## src/rtl/ps2_rx_frame.sv

```systemverilog
// PS/2 device-to-host receiver: sync pins, deserialise 11-bit frames, emit make codes only (build option PS2_PARITY_CHECK_EN).
// Latency: stop-bit pin fall to ps2_done is 5 clk cycles; ps2_err follows the same pipeline (or timeout + 1).
// Backpressure: none, every ps2_done/ps2_err strobe must be taken by the downstream stage.
module ps2_rx_frame #(
    parameter int unsigned TIMEOUT_CYCLES = 200000
) (
    input  logic       clk,
    input  logic       rst_n,
    input  logic       ps2_clk,
    input  logic       ps2_data,
    output logic       ps2_done,
    output logic [7:0] ps2_out_data,
    output logic       ps2_err
);

    typedef enum logic [1:0] {IDLE, DATA, PARITY, STOP} state_t;

    localparam logic [17:0] TIMEOUT_LIM = 18'(TIMEOUT_CYCLES);

    logic       clk_s1_q, clk_s_q, clk_d_q, fall_q;
    logic       dat_s1_q, dat_s_q;
    state_t     state_q;
    logic [2:0] bit_cnt_q;
    logic [7:0] shreg_q;
    logic [17:0] to_cnt_q;
    logic       byte_vld_q, frame_err_q;
    logic       brk_pend_q, ext_pend_q, brk_pend_d, ext_pend_d;
    logic       done_q, done_d, err_q;
    logic [7:0] out_q, out_d;
    logic       frame_ok_d;

    // Edge detect is registered, so fall_q lands 3 cycles after the pin edge.
    always_ff @(posedge clk or negedge rst_n) begin
        if (!rst_n) begin
            clk_s1_q <= 1'b1;
            clk_s_q  <= 1'b1;
            clk_d_q  <= 1'b1;
            dat_s1_q <= 1'b1;
            dat_s_q  <= 1'b1;
            fall_q   <= 1'b0;
        end else begin
            clk_s1_q <= ps2_clk;
            clk_s_q  <= clk_s1_q;
            clk_d_q  <= clk_s_q;
            dat_s1_q <= ps2_data;
            dat_s_q  <= dat_s1_q;
            fall_q   <= clk_d_q & ~clk_s_q;
        end
    end

`ifdef PS2_PARITY_CHECK_EN
    logic par_q;

    always_ff @(posedge clk or negedge rst_n) begin
        if (!rst_n) begin
            par_q <= 1'b0;
        end else if (fall_q && state_q == PARITY) begin
            par_q <= dat_s_q;
        end
    end

    always_comb begin
        frame_ok_d = dat_s_q & (^{shreg_q, par_q});
    end
`else
    always_comb begin
        frame_ok_d = dat_s_q;
    end
`endif

    always_ff @(posedge clk or negedge rst_n) begin
        if (!rst_n) begin
            state_q     <= IDLE;
            bit_cnt_q   <= 3'd0;
            shreg_q     <= 8'h00;
            to_cnt_q    <= 18'd0;
            byte_vld_q  <= 1'b0;
            frame_err_q <= 1'b0;
        end else begin
            byte_vld_q  <= 1'b0;
            frame_err_q <= 1'b0;
            if (state_q != IDLE && to_cnt_q == TIMEOUT_LIM) begin
                state_q     <= IDLE;
                frame_err_q <= 1'b1;
                to_cnt_q    <= 18'd0;
            end else if (fall_q) begin
                to_cnt_q <= 18'd0;
                case (state_q)
                    IDLE: begin
                        // A high start bit is a line glitch, silently ignored.
                        if (!dat_s_q) begin
                            state_q   <= DATA;
                            bit_cnt_q <= 3'd0;
                        end
                    end
                    DATA: begin
                        shreg_q   <= {dat_s_q, shreg_q[7:1]};
                        bit_cnt_q <= bit_cnt_q + 3'd1;
                        if (bit_cnt_q == 3'd7) begin
                            state_q <= PARITY;
                        end
                    end
                    PARITY: begin
                        state_q <= STOP;
                    end
                    STOP: begin
                        state_q     <= IDLE;
                        byte_vld_q  <= frame_ok_d;
                        frame_err_q <= ~frame_ok_d;
                    end
                    default: state_q <= IDLE;
                endcase
            end else if (state_q == IDLE) begin
                to_cnt_q <= 18'd0;
            end else begin
                to_cnt_q <= to_cnt_q + 18'd1;
            end
        end
    end

    // Scan-code filter: shreg_q is stable while byte_vld_q is high.
    always_comb begin
        brk_pend_d = brk_pend_q;
        ext_pend_d = ext_pend_q;
        done_d     = 1'b0;
        out_d      = out_q;
        if (frame_err_q) begin
            brk_pend_d = 1'b0;
            ext_pend_d = 1'b0;
        end else if (byte_vld_q) begin
            case (shreg_q)
                8'hF0: brk_pend_d = 1'b1;
                8'hE0: ext_pend_d = 1'b1;
                8'h00, 8'hFF, 8'hAA, 8'hFA, 8'hEE, 8'hFE: ;
                default: begin
                    if (brk_pend_q) begin
                        brk_pend_d = 1'b0;
                        ext_pend_d = 1'b0;
                    end else begin
                        out_d      = shreg_q;
                        done_d     = 1'b1;
                        ext_pend_d = 1'b0;
                    end
                end
            endcase
        end
    end

    always_ff @(posedge clk or negedge rst_n) begin
        if (!rst_n) begin
            brk_pend_q <= 1'b0;
            ext_pend_q <= 1'b0;
            done_q     <= 1'b0;
            err_q      <= 1'b0;
            out_q      <= 8'h00;
        end else begin
            brk_pend_q <= brk_pend_d;
            ext_pend_q <= ext_pend_d;
            done_q     <= done_d;
            err_q      <= frame_err_q;
            out_q      <= out_d;
        end
    end

    assign ps2_done     = done_q;
    assign ps2_err      = err_q;
    assign ps2_out_data = out_q;

endmodule
```

## config.mk

```make
export PLATFORM = sky130hd
export DESIGN_NAME = ps2_rx_frame
export DESIGN_NICKNAME = d
export VERILOG_FILES = /design/src/rtl/ps2_rx_frame.sv
export SDC_FILE = /design/constraint.sdc
export NUM_CORES = 1
export LEC_CHECK = 0
export ABC_AREA = 1
export CAP_MARGIN = 5
export CORE_MARGIN = 2
export CORE_UTILIZATION = 35
export DETAILED_ROUTE_END_ITERATION = 6
export GPL_TIMING_DRIVEN = 0
export SLEW_MARGIN = 30
export SYNTH_ARGS = -nofsm -noshare
export SYNTH_HDL_FRONTEND = slang
export SYNTH_SLANG_ARGS = --single-unit
```

## constraint.sdc

```tcl
create_clock -name clk -period 1.9 [get_ports clk]
set_input_delay 0.38 -clock clk [delete_from_list [all_inputs] [get_ports clk]]
set_output_delay 0.38 -clock clk [all_outputs]
set_load 0.005 [all_outputs]
```

== After elaboration in Yosys (flattened, before gate mapping) ==
Index checks and enable logic that the tools add are counted.
Widths: inputs -> output; s select.

* Logic and storage cells: 78
* Bits in registers: 50
* Input port bits: 4
* Output and inout bits: 10

* Multiplexer cells: 23
* Equal/unequal tests: 16
* Reductions and logical operators: 14
* Add/sub/neg operators: 2
* Bitwise gates (word level): 7

{| class="wikitable"
|+ Operator list
! operator !! count
|-
| $eq 8x8->1 const B || 7
|-
| $mux 18 || 3
|-
| $add 18x1->18 const B || 1
|-
| $eq 18x18->1 const B || 1
|-
| $mux 1 || 12
|-
| $logic_not 8->1 || 1
|-
| $mux 2 || 4
|-
| $pmux 2 s4 || 1
|-
| $reduce_and 4->1 || 2
|-
| $reduce_bool 2->1 || 4
|-
| $reduce_or 8->1 || 1
|-
| $reduce_or 7->1 || 1
|-
| $ne 3x3->1 const B || 2
|-
| $not 1->1 || 6
|-
| $pmux 3 s2 || 1
|-
| $reduce_and 3->1 || 2
|-
| $eq 2x2->1 const B || 2
|-
| $add 3x1->3 const B || 1
|-
| $eq 3x3->1 const B || 1
|-
| $mux 3 || 1
|-
| $eq 2x1->1 const B || 1
|-
| $logic_not 2->1 || 1
|-
| $ne 2x1->1 const B || 1
|-
| $ne 2x2->1 const B || 1
|-
| other kinds (4) || 4
|}

== Longest topological paths before layout ==
* Word-level depth: 5
* Gate-level depth with buffers: 10

== Least setup slack after synthesis ==
No wires, ideal clock.

* Path type: reg2reg
* Start: register state_q[0]
* End: register shreg_q[7]
* Arrival time: 1.413 ns
* Buffers on the path: 1
* Cell stages (with the launch flop): 11
* Slack: 0.413 ns
* Path through: dfrtp_1 > inv_1 > ha_1 > nor2_1 > nand3_2 > nor2_2 > nand2_2 > nand3_4 > buf_6 > nand2_1 > o21ai_2

* Word-level cells in the longest chain between the ends: 4

{| class="wikitable"
|+ RTL lines
! item !! RTL line !! text
|-
| start: declaration || 22 || <nowiki>state_t state_q;</nowiki>
|-
| start signal: assignment || 73 || <nowiki>state_q <= IDLE;</nowiki>
|-
| start signal: assignment || 83 || <nowiki>state_q <= IDLE;</nowiki>
|-
| start signal: assignment || 92 || <nowiki>state_q <= DATA;</nowiki>
|-
| $reduce_bool 2->1 || 82 || <nowiki>if (state_q != IDLE && to_cnt_q == TIMEOUT_LIM) begin</nowiki>
|-
| $logic_and 1x1->1 || 82 ||
|-
| $not 1->1 (no line) || n/a ||
|-
| $reduce_and 3->1 (no line) (*) || n/a ||
|-
| end signal: assignment || 97 || <nowiki>shreg_q <= {dat_s_q, shreg_q[7:1]};</nowiki>
|-
| end: declaration || 24 || <nowiki>logic [7:0] shreg_q;</nowiki>
|}

Every way passes the cells marked *; elsewhere a longest branch is shown, timed or not.
A chain may end at the register's enable or synchronous reset.

== Worst setup path in the final report ==
* Start: register state_q[0]
* End: register shreg_q[6]

Same word-level chain as after synthesis.

==> metrics.txt <==
Reg2Reg Setup Slack=0.23 ns; CP required=between 2 and 2.5 ns; Buffers on Ports=13; final period utilization=87.6%; Tmin final=1.67 ns; Worst-Margin Slew=a little over 0.6 ns; # IOs=14; vias in the first global route=1872; Synth Area per Inst=approximately 8.4 um2; top-area cell type share of the netlist area=43.1%; routed wire length=around 4.5 mm; clk slew on worst S/H paths=around 0.1 ns; DP Area=approximately 2900 um2; unrepaired setup endpoints after global routing=false; P&R area growth vs syn=13.8%; H-tree depth=2; count of pins over their slew limit=0; Die Footprint=slightly above 8000 um2; die span in x=about 90 um; area leader, netlist=dfrtp_1; # hold bufs at CTS=0; commonest non-fill, non-tap cell in the layout=nand2_1; status=completed; max cap viols=0; Hold WC Path Type=in -> async; initial cell density of the core=between 30% and 40%; CTS resizes=0; pin count of the biggest net entering global routing=between 50 and 60; fin area=~3000 um2; arrival time worst endpoint=~1.9 ns; Setup crit start=state_q[0]; pre-CTS setup slack=between 0.2 and 0.25 ns; Setup Fix Bufs, Post-CTS=0; clock sinks=50; Worst-Skew Late Latency=between 0.3 and 0.4 ns; VDD IR max=between 0.4 and 0.5 mV; Final Setup Violations=0; CP Max Fanout=10; post-synthesis net count=~330; Ys Warns=0; Synth area leaders=dfrtp_1, nand2_1, nor2_1, dfstp_2, inv_1; routed wire length per instance=roughly 10 um; synth unique cells=32; crit path launch type=flip-flop; Rel. slew slack=around 60%; worst reg2reg startpoint=state_q[0]; setup_tns=0 ns; DR iter-0 viols=92; Vias/cell=about 4.6; CTS tree=yes; CTS Buf Count=5; first-pass GRT wire length=between 8 and 9 mm; leakage power=between 1 and 1.5 nW; Final GP Congestion=slightly below 0.9; initial antenna violation count=0; post-route ant nets=0; detailed-route via count=1974; fmax=0.601 GHz; most frequent cells in the layout=nand2_1, nor2_1, dfrtp_1, inv_1, nand4_1; Mapped Area=roughly 2600 um2; # rows=31; Core Region=7250 um2; drt pass-1 iters=4; Worst Skew=0.0115 ns; Tot Pwr=roughly 3.0 mW; clock tree root buffer cell=clkbuf_8; CTS Buffer Depth=2; Total GRT Usage=roughly 12%; crit path capture type=flip-flop; Pwr Density=approximately 1000 nW/um2; Setup CP Type=reg -> reg; sequential fraction of the synthesis area=48.1%; die height=90.4 um; DRC violations left=0; Yosys reg bits=50; Overflow after GRT=0; Antenna Cells=0; layout cells sized above 1=between 10% and 20%; Register-to-Register Path Depth=10; Layout Nets=about 350; Hold Vio Cnt, Final=0; Detailed Place HPWL=between 3 and 4 mm; fin worst setup slack=around 0.23 ns; Worst R2R End=shreg_q[6]; Mapped Cells=about 310
-- power by group --
group          switching, mW  internal (mW)
Clock                  0.346          0.388
Combinational          0.521          0.323
Sequential             0.179           1.22
Total                   1.05           1.93
-- synthesized netlist by cell type (all sizes together) --
library cell and count:
nor2 51, o21bai 1, nor4 1, dfrtp 45, xor2 1, nor3b 4
a31oi 2, xnor2 1, dfstp 5, inv 42, a21oi 2, or2 1
ha 8, nand3 18, o21ai 15, buf 2, nand4 16, nor3 7
nand2 90, o21a 1
-- cell families after synthesis --
family                   after synthesis  synth area share, %
adder cells (fa/ha/maj)                8                 3.83
flip-flops                            50                 48.1
XOR/XNOR                               2                0.670
AND/OR/NAND/NOR                      188                 35.9
AO/OA/AOI/OAI                         21                 4.74
buffers and inverters                 44                 6.75
-- metal layers --
metal / GRT usage (%) / wire, um / up-vias
met2: 20.8 / 2120 / 19
met4: 2.69 / 36 / 0
met3: 2.50 / 114 / 5
li1: - / - / 1036
met1: 15.6 / 2220 / 914
met5: 0 / 0 / -
-- worst max-delay path, stage by stage, from the launching register on --
cell and delay (ns):
dfrtp_1 0.40, inv_1 0.08, ha_1 0.26, nor2_1 0.12, nand3_2 0.10, nor2_2 0.15, nand2_2 0.10, nand3_4 0.11
buf_6 0.16, nand2_1 0.07, o21ai_2 0.05
-- sequential cells by signal, summed over array words and instances (netlist names) --
register and flops:
dat_s1_q 1, fall_q 1, clk_s_q 1, ps2_out_data 8
clk_s1_q 1, clk_d_q 1, to_cnt_q 18, frame_err_q 1
bit_cnt_q 3, brk_pend_q 1, state_q 2, ps2_done 1
dat_s_q 1, byte_vld_q 1, ps2_err 1, shreg_q 8
-- metrics by stage --
| stage | hold WS [ns] | util [%] | std cells |
|---|---|---|---|
| 2_1_floorplan | 0.0844 | - | 313 |
| 3_5_place_dp | 0.347 | 39.5 | 425 |
| 3_3_place_gp | 0.346 | 39.5 | 425 |
| 4_1_cts | 0.109 | 41.0 | 433 |
| 5_1_grt | 0.131 | 41.0 | 433 |
| 6_report | 0.0650 | 41.0 | 433 |
-- worst max-delay path by stage --
stage / to
final: shreg_q[6]
after global placement: to_cnt_q[11]
after detailed placement: to_cnt_q[7]
after floorplan: shreg_q[7]
after global routing: shreg_q[7]
after CTS: shreg_q[6]
-- area by class of cell --
cell class | instances | area [um2]
fill | 757 | 4280
inverter | 42 | 158
sequential | 50 | 1260
tap | 99 | 124
multi-input combinational | 219 | 1180
clock inverter | 3 | 40.0
clock buffer | 5 | 68.8
buffer | 2 | 18.8
timing repair buffer | 13 | 128
Power figures use the tool's default switching activity.
==> RTL edit 1: new RTL, config.mk and constraints unchanged <==
Re-encode `state_t` (4 states) as one-hot, 4 bits wide.
--- a/src/rtl/ps2_rx_frame.sv
+++ b/src/rtl/ps2_rx_frame.sv
@@ -13,7 +13,7 @@
     output logic       ps2_err
 );
 
-    typedef enum logic [1:0] {IDLE, DATA, PARITY, STOP} state_t;
+    typedef enum logic [3:0] {IDLE = 4'b0001, DATA = 4'b0010, PARITY = 4'b0100, STOP = 4'b1000} state_t;
 
     localparam logic [17:0] TIMEOUT_LIM = 18'(TIMEOUT_CYCLES);
 
Formal check against the unedited RTL: same outputs for any inputs over 10 cycles, from zero or initial values and one cycle with rst_n low; not proved beyond that.
==> RTL edit 1 against the original RTL <==
Cell area is 6.7% higher. Synthesized cell count is 7.7% higher. Sequential share of layout area is 1.0 points lower. Synthesized area is 6.9% higher. Worst setup slack worse by 0.064 ns. Sequential cell count is 2 higher. Total power is 8.9% lower. Wire length is 7.8% higher. Critical path type unchanged. Largest power group unchanged.
==> RTL edit 1: results (changes against the original RTL) <==
[synthesis]
synth_area_per_cell_um2=8.294  ; -0.67%
synth.cells.most_frequent=nand2_1, nor2_1, dfrtp_1
synthDistinctLibCells=33  ; +3.1%
yosysSeqAreaShare_pct=46.82  ; -1.3 points
postSynth.asyncResetShare_pct=100.0  ; unchanged
synth_xor_area_share_pct=1.880  ; +1.2 points
synthTopCellsByArea=dfrtp_1, nand2_1, nor2_1
ys.warnings.count=0  ; unchanged
synthAdderAreaFrac_pct=1.791  ; -2.0 points
synth_compound_area_share_pct=4.879  ; +0.14 points
synth_nets=345  ; +6.2%

[final_layout]
area_growth_pct=13.52
signal_buffer_area_fraction_pct=6.191  ; +1.3 points
n_clock_buffer=6  ; +1
multi_input_area_share_pct=40.77  ; +1.1 points
fin_nets=367  ; +6.4%
clk_share_pct=2.918  ; -0.74 points
n_antenna_cell=0  ; unchanged
nFillCells=795  ; +5.0%
nNonClkBuffers=18  ; +3
drive_above_1_share_pct=20.83  ; +4.7 points
seq_cells=52  ; +4.0%
regArea_mm2=0.001309  ; +4.1%
n_all_inverters=41  ; -2.4%
dominant_cells=sequential cells
multiInputCombCellCount=241  ; +10%

[clock_tree]
ctsHoldBuffers=1  ; +1
htreeDepth=2  ; unchanged
cts_buffer_depth=2  ; unchanged
clkTransAtPathRegs_ns=0.09
cts_resized=0  ; unchanged

[route]
wl_mm=4.845  ; +7.8%
vias=2087  ; +5.7%
dr.first_iter.drc_count=76  ; -17%
viasPerCell=4.517  ; -0.91%

[outcome]
outcome=finished clean

[placement]
dp.cells=453  ; +6.6%
hpwl_mm=3.717  ; +13%
gp_congestion=0.8560  ; -1.1%
place_ws_ns=0.1500  ; -0.08892 ns
place_area_mm2=0.003070  ; +7.2%

[global_route]
grt_usage_pct=12.83  ; +0.77 points
grt_pass1_vias=2099  ; +12%
grt_pass1_wl_mm=9.197  ; +10%
grt_start_max_net_pins=28  ; -45%

[power_and_ir_drop]
p_leak_nw=1.498  ; +5.9%
irDropWorstVdd_mv=0.3272  ; -34%

[floorplanning]
tap_cells=102  ; +3.0%

[timing]
slew_headroom_pct=73.97  ; +16 points
fin_skew_ns=0.006441  ; -0.005037 ns

[worst_hold_path]
min_path_type=reg2reg

[worst_setup_path]
cp.arrival_ns=1.92  ; +0.02 ns

==> RTL edit 1: worst max-delay path, cell delays in order, from the launching register on <==
cell,delay [ns]
dfrtp_1,0.42
inv_1,0.07
ha_1,0.16
nand3_1,0.17
a21oi_1,0.25
nand3_4,0.16
nand3_4,0.15
buf_4,0.19
nor2_1,0.06
==> RTL edit 1: per-layer routing <==
layer	vias up	global-route usage, %	wire [µm]
met3	4	2.498	146
met4	0	3.186	35
met1	945	16.70	2359
li1	1109	-	-
met5	-	0	0
met2	29	21.94	2303
==> RTL edit 1: power by group <==
part	internal [mW]	leakage (nW)	switching, mW	total (mW)
registers	1.22	0.698	0.123	1.34
clock network	0.291	0.0510	0.349	0.641
logic	0.257	0.749	0.471	0.728
total	1.77	1.50	0.943	2.71
==> RTL edit 1: cell families (layout without fill, tap and decap cells) <==
group	after synthesis	in the layout
flops	52	52
xor+xnor	6	6
compound gates	20	20
fa+ha+maj	4	4
buf+inv	44	67
simple gates	211	211
==> RTL edit 1: worst paths after layout <==
| check | from | endpoint | slack [ns] | depth (start not counted) |
|---|---|---|---|---|
| min | clk_s1_q | clk_s_q | 0.36 | 0 |
| min reg2reg | clk_s1_q | clk_s_q | 0.36 | 0 |
| max in group asynchronous | rst_n | dat_s_q | 0.83 | 3 |
| min in group asynchronous | rst_n | ps2_out_data[0] | 0.53 | 2 |
| max | to_cnt_q[0] | to_cnt_q[15] | 0.17 | 8 |
| max reg2reg | to_cnt_q[0] | to_cnt_q[15] | 0.17 | 8 |
==> RTL edit 2: new RTL, same settings <==
Made on the original files. Build with the macro `PS2_PARITY_CHECK_EN` defined.
--- a/src/rtl/ps2_rx_frame.sv
+++ b/src/rtl/ps2_rx_frame.sv
@@ -1,6 +1,8 @@
 // PS/2 device-to-host receiver: sync pins, deserialise 11-bit frames, emit make codes only (build option PS2_PARITY_CHECK_EN).
 // Latency: stop-bit pin fall to ps2_done is 5 clk cycles; ps2_err follows the same pipeline (or timeout + 1).
 // Backpressure: none, every ps2_done/ps2_err strobe must be taken by the downstream stage.
+`define PS2_PARITY_CHECK_EN
+
 module ps2_rx_frame #(
     parameter int unsigned TIMEOUT_CYCLES = 200000
 ) (
Formal check against the unedited RTL: no difference found for any inputs over 10 cycles, from zero or initial values and one cycle with rst_n low; that may be too few to reach the edited logic, so the function may still have changed.
==> RTL edit 2 against the original RTL <==
Highest routed layer unchanged. Worst setup slack got worse by 0.047 ns. Total power rose by 17%. Sequential cell count rose by 1. Largest cell class is now multi-input gates. Synthesized cell count rose by 8.6%. Core utilization rose by 1.3 points. Sequential power rose by 3%. Wire length rose by 16%. Cell area rose by 8.9%. Via count rose by 10%. Synthesized area rose by 5.0%. Critical path type unchanged. Clock skew rose by 0.0062 ns. Die area rose by 4.8%.
==> RTL edit 2: results (changes against the original RTL) <==
[power_and_ir_drop]
p_leak_nw=1.528  ; +8.0%
irDropWorstVdd_mv=0.4961  ; +0.56%

[placement]
gp_congestion=0.8734  ; +0.96%
place_area_mm2=0.003019  ; +5.4%
numPortBuffers=13  ; unchanged
hpwl_mm=3.885  ; +18%

[outcome]
outcome=finished clean

[synthesis]
synth_compound_area_share_pct=6.794  ; +2.1 points
synth.cells.most_frequent=nand2_1, dfrtp_1, nor2_1
ys.warnings.count=0  ; unchanged
yosysTopAreaCellShare_pct=41.95  ; -1.1 points
yosysSeqAreaShare_pct=46.74  ; -1.4 points
synth_nets=352  ; +8.3%
synthTopCellsByArea=dfrtp_1, nand2_1, nor2_1
synthAdderAreaFrac_pct=3.648  ; -0.18 points
synthMuxAreaShare_pct=0  ; unchanged
synth_xor_area_share_pct=1.596  ; +0.93 points
postSynth.asyncResetShare_pct=100.0  ; unchanged
synthDistinctLibCells=35  ; +9.4%

[route]
dr.first_iter.drc_count=124  ; +35%
viasPerCell=4.604  ; +0.99%
wl_mm=5.230  ; +16%
drtPass1Iterations=6  ; +2

[worst_setup_path]
ff2ff_path_depth=10  ; unchanged
reg2reg_slack_ns=0.19  ; -0.05 ns
slowest_stage=dfrtp_1
slowest_delay_ns=0.45  ; +0.05 ns
path_max_fanout=5  ; -5
cp.arrival_ns=1.91
rr_endpoint=to_cnt_q[16]
timing.rr.start=to_cnt_q[0]

[final_layout]
largest_reg_flops=18  ; unchanged
n_antenna_cell=0  ; unchanged
drive_above_1_share_pct=15.95  ; -0.22 points
max_flop_register=to_cnt_q
fin_nets=381  ; +10%

[clock_tree]
insertion_delay_ns=0.31  ; about the same
htreeDepth=2  ; unchanged
numCtsBuffers=5  ; unchanged
cts_buffer_depth=2  ; unchanged
clkTransAtPathRegs_ns=0.10  ; about the same
root_buffer=clkbuf_8

[global_route]
grt_pass1_vias=2168  ; +16%
grt_start_max_net_pins=38  ; -25%
grt_usage_pct=13.68  ; +1.6 points
grt_pass1_wl_mm=9.459  ; +13%
antenna_found_initial=0  ; unchanged

[timing]
tightestPinTransition_ns=0.4528  ; -0.1710 ns
whs_ns=0.3611  ; +0.2960 ns
fin_skew_ns=0.01767  ; +0.006191 ns

[worst_hold_path]
hold_end=dat_s_q
min_path_cells=0
hp-start=dat_s1_q
min_path_type=reg2reg

==> RTL edit 2: cell count changes in the layout (fill, tap and decap cells not counted), moves of 5 or more <==
cell	delta
a21oi_1	+7
buf_4	+5
nand2_1	+12
nand3_1	+12
nand4_1	-12
nor2_1	-6
nor3_1	+6
o21ai_0	+11
==> RTL edit 2: worst max-delay path by stage <==
| stage | depth (start not counted) | start | end |
|---|---|---|---|
| after global routing | 9 | state_q[1] | to_cnt_q[7] |
| after detailed placement | 9 | state_q[0] | to_cnt_q[7] |
| final | 10 | to_cnt_q[0] | to_cnt_q[16] |
| after global placement | 1 | rst_n | to_cnt_q[13] |
| after CTS | 9 | state_q[0] | to_cnt_q[7] |
| after floorplan | 9 | state_q[0] | to_cnt_q[3] |
==> RTL edit 2: area by class of cell <==
| class | instances | area, µm² |
|---|---|---|
| fillers | 760 | 4409 |
| multi-input cells | 245 | 1318 |
| flip-flops and latches | 51 | 1282 |
| repair buffers | 22 | 222.7 |
| inverters | 42 | 157.7 |
| well taps | 102 | 127.6 |
| clock buffers | 5 | 68.82 |
| clock inverters | 3 | 46.29 |
| plain buffers | 2 | 15.01 |
==> RTL edit 2: layer usage <==
metal  vias up  wire, µm  track usage, %
li1       1136         -               -
met1      1010      2522           17.50
met2        21      2515           23.42
met3         6       124           2.197
met4         0        67           4.851
met5         -         0               0
==> RTL edit 2: kinds of logic (layout without fill, tap and decap cells) <==
group / count (synthesis) / after routing
DFF: 51 / 51
and+or+nand+nor: 199 / 199
xor gates and xnor gates: 5 / 5
buffers and inverters: 44 / 74
adders and majority gates: 8 / 8
AOI/OAI and AO/OA: 33 / 33
==> RTL edit 2: repair_timing <==
item	in CTS	in global routing
endpoints found under the setup margin	2	22
buffers inserted	0	7
hold buffers	1	0
gates resized for setup	0	6
pin swaps	0	2
hold endpoints to repair	12	0
==> RTL edit 2: worst max-delay path, delay by kind of cell, from the launching register on <==
family / cells / cell delay, ns
DFF: 1 / 0.45
adders and majority gates: 1 / 0.21
and+or+nand+nor: 9 / 0.95
==> RTL edit 2: power breakdown <==
| group | switching [mW] | leakage [nW] | internal, mW |
|---|---|---|---|
| clock network | 0.379 | 0.0548 | 0.397 |
| registers | 0.189 | 0.681 | 1.25 |
| logic | 0.720 | 0.792 | 0.540 |
| total | 1.29 | 1.53 | 2.19 |
==> RTL edit 2: per-stage QoR <==
stage	utilization, %	instances	setup slack [ns]	power, mW	TNS (ns)
2_1_floorplan	-	340	0.2850	2.308	0
3_3_place_gp	39.25	455	-1.102	2.572	-53.24
3_5_place_dp	39.48	456	0.02939	2.601	0
4_1_cts	41.12	465	-0.006007	3.391	-0.01134
5_1_grt	42.34	472	0.009746	3.787	0
6_report	42.34	472	0.1873	3.478	0
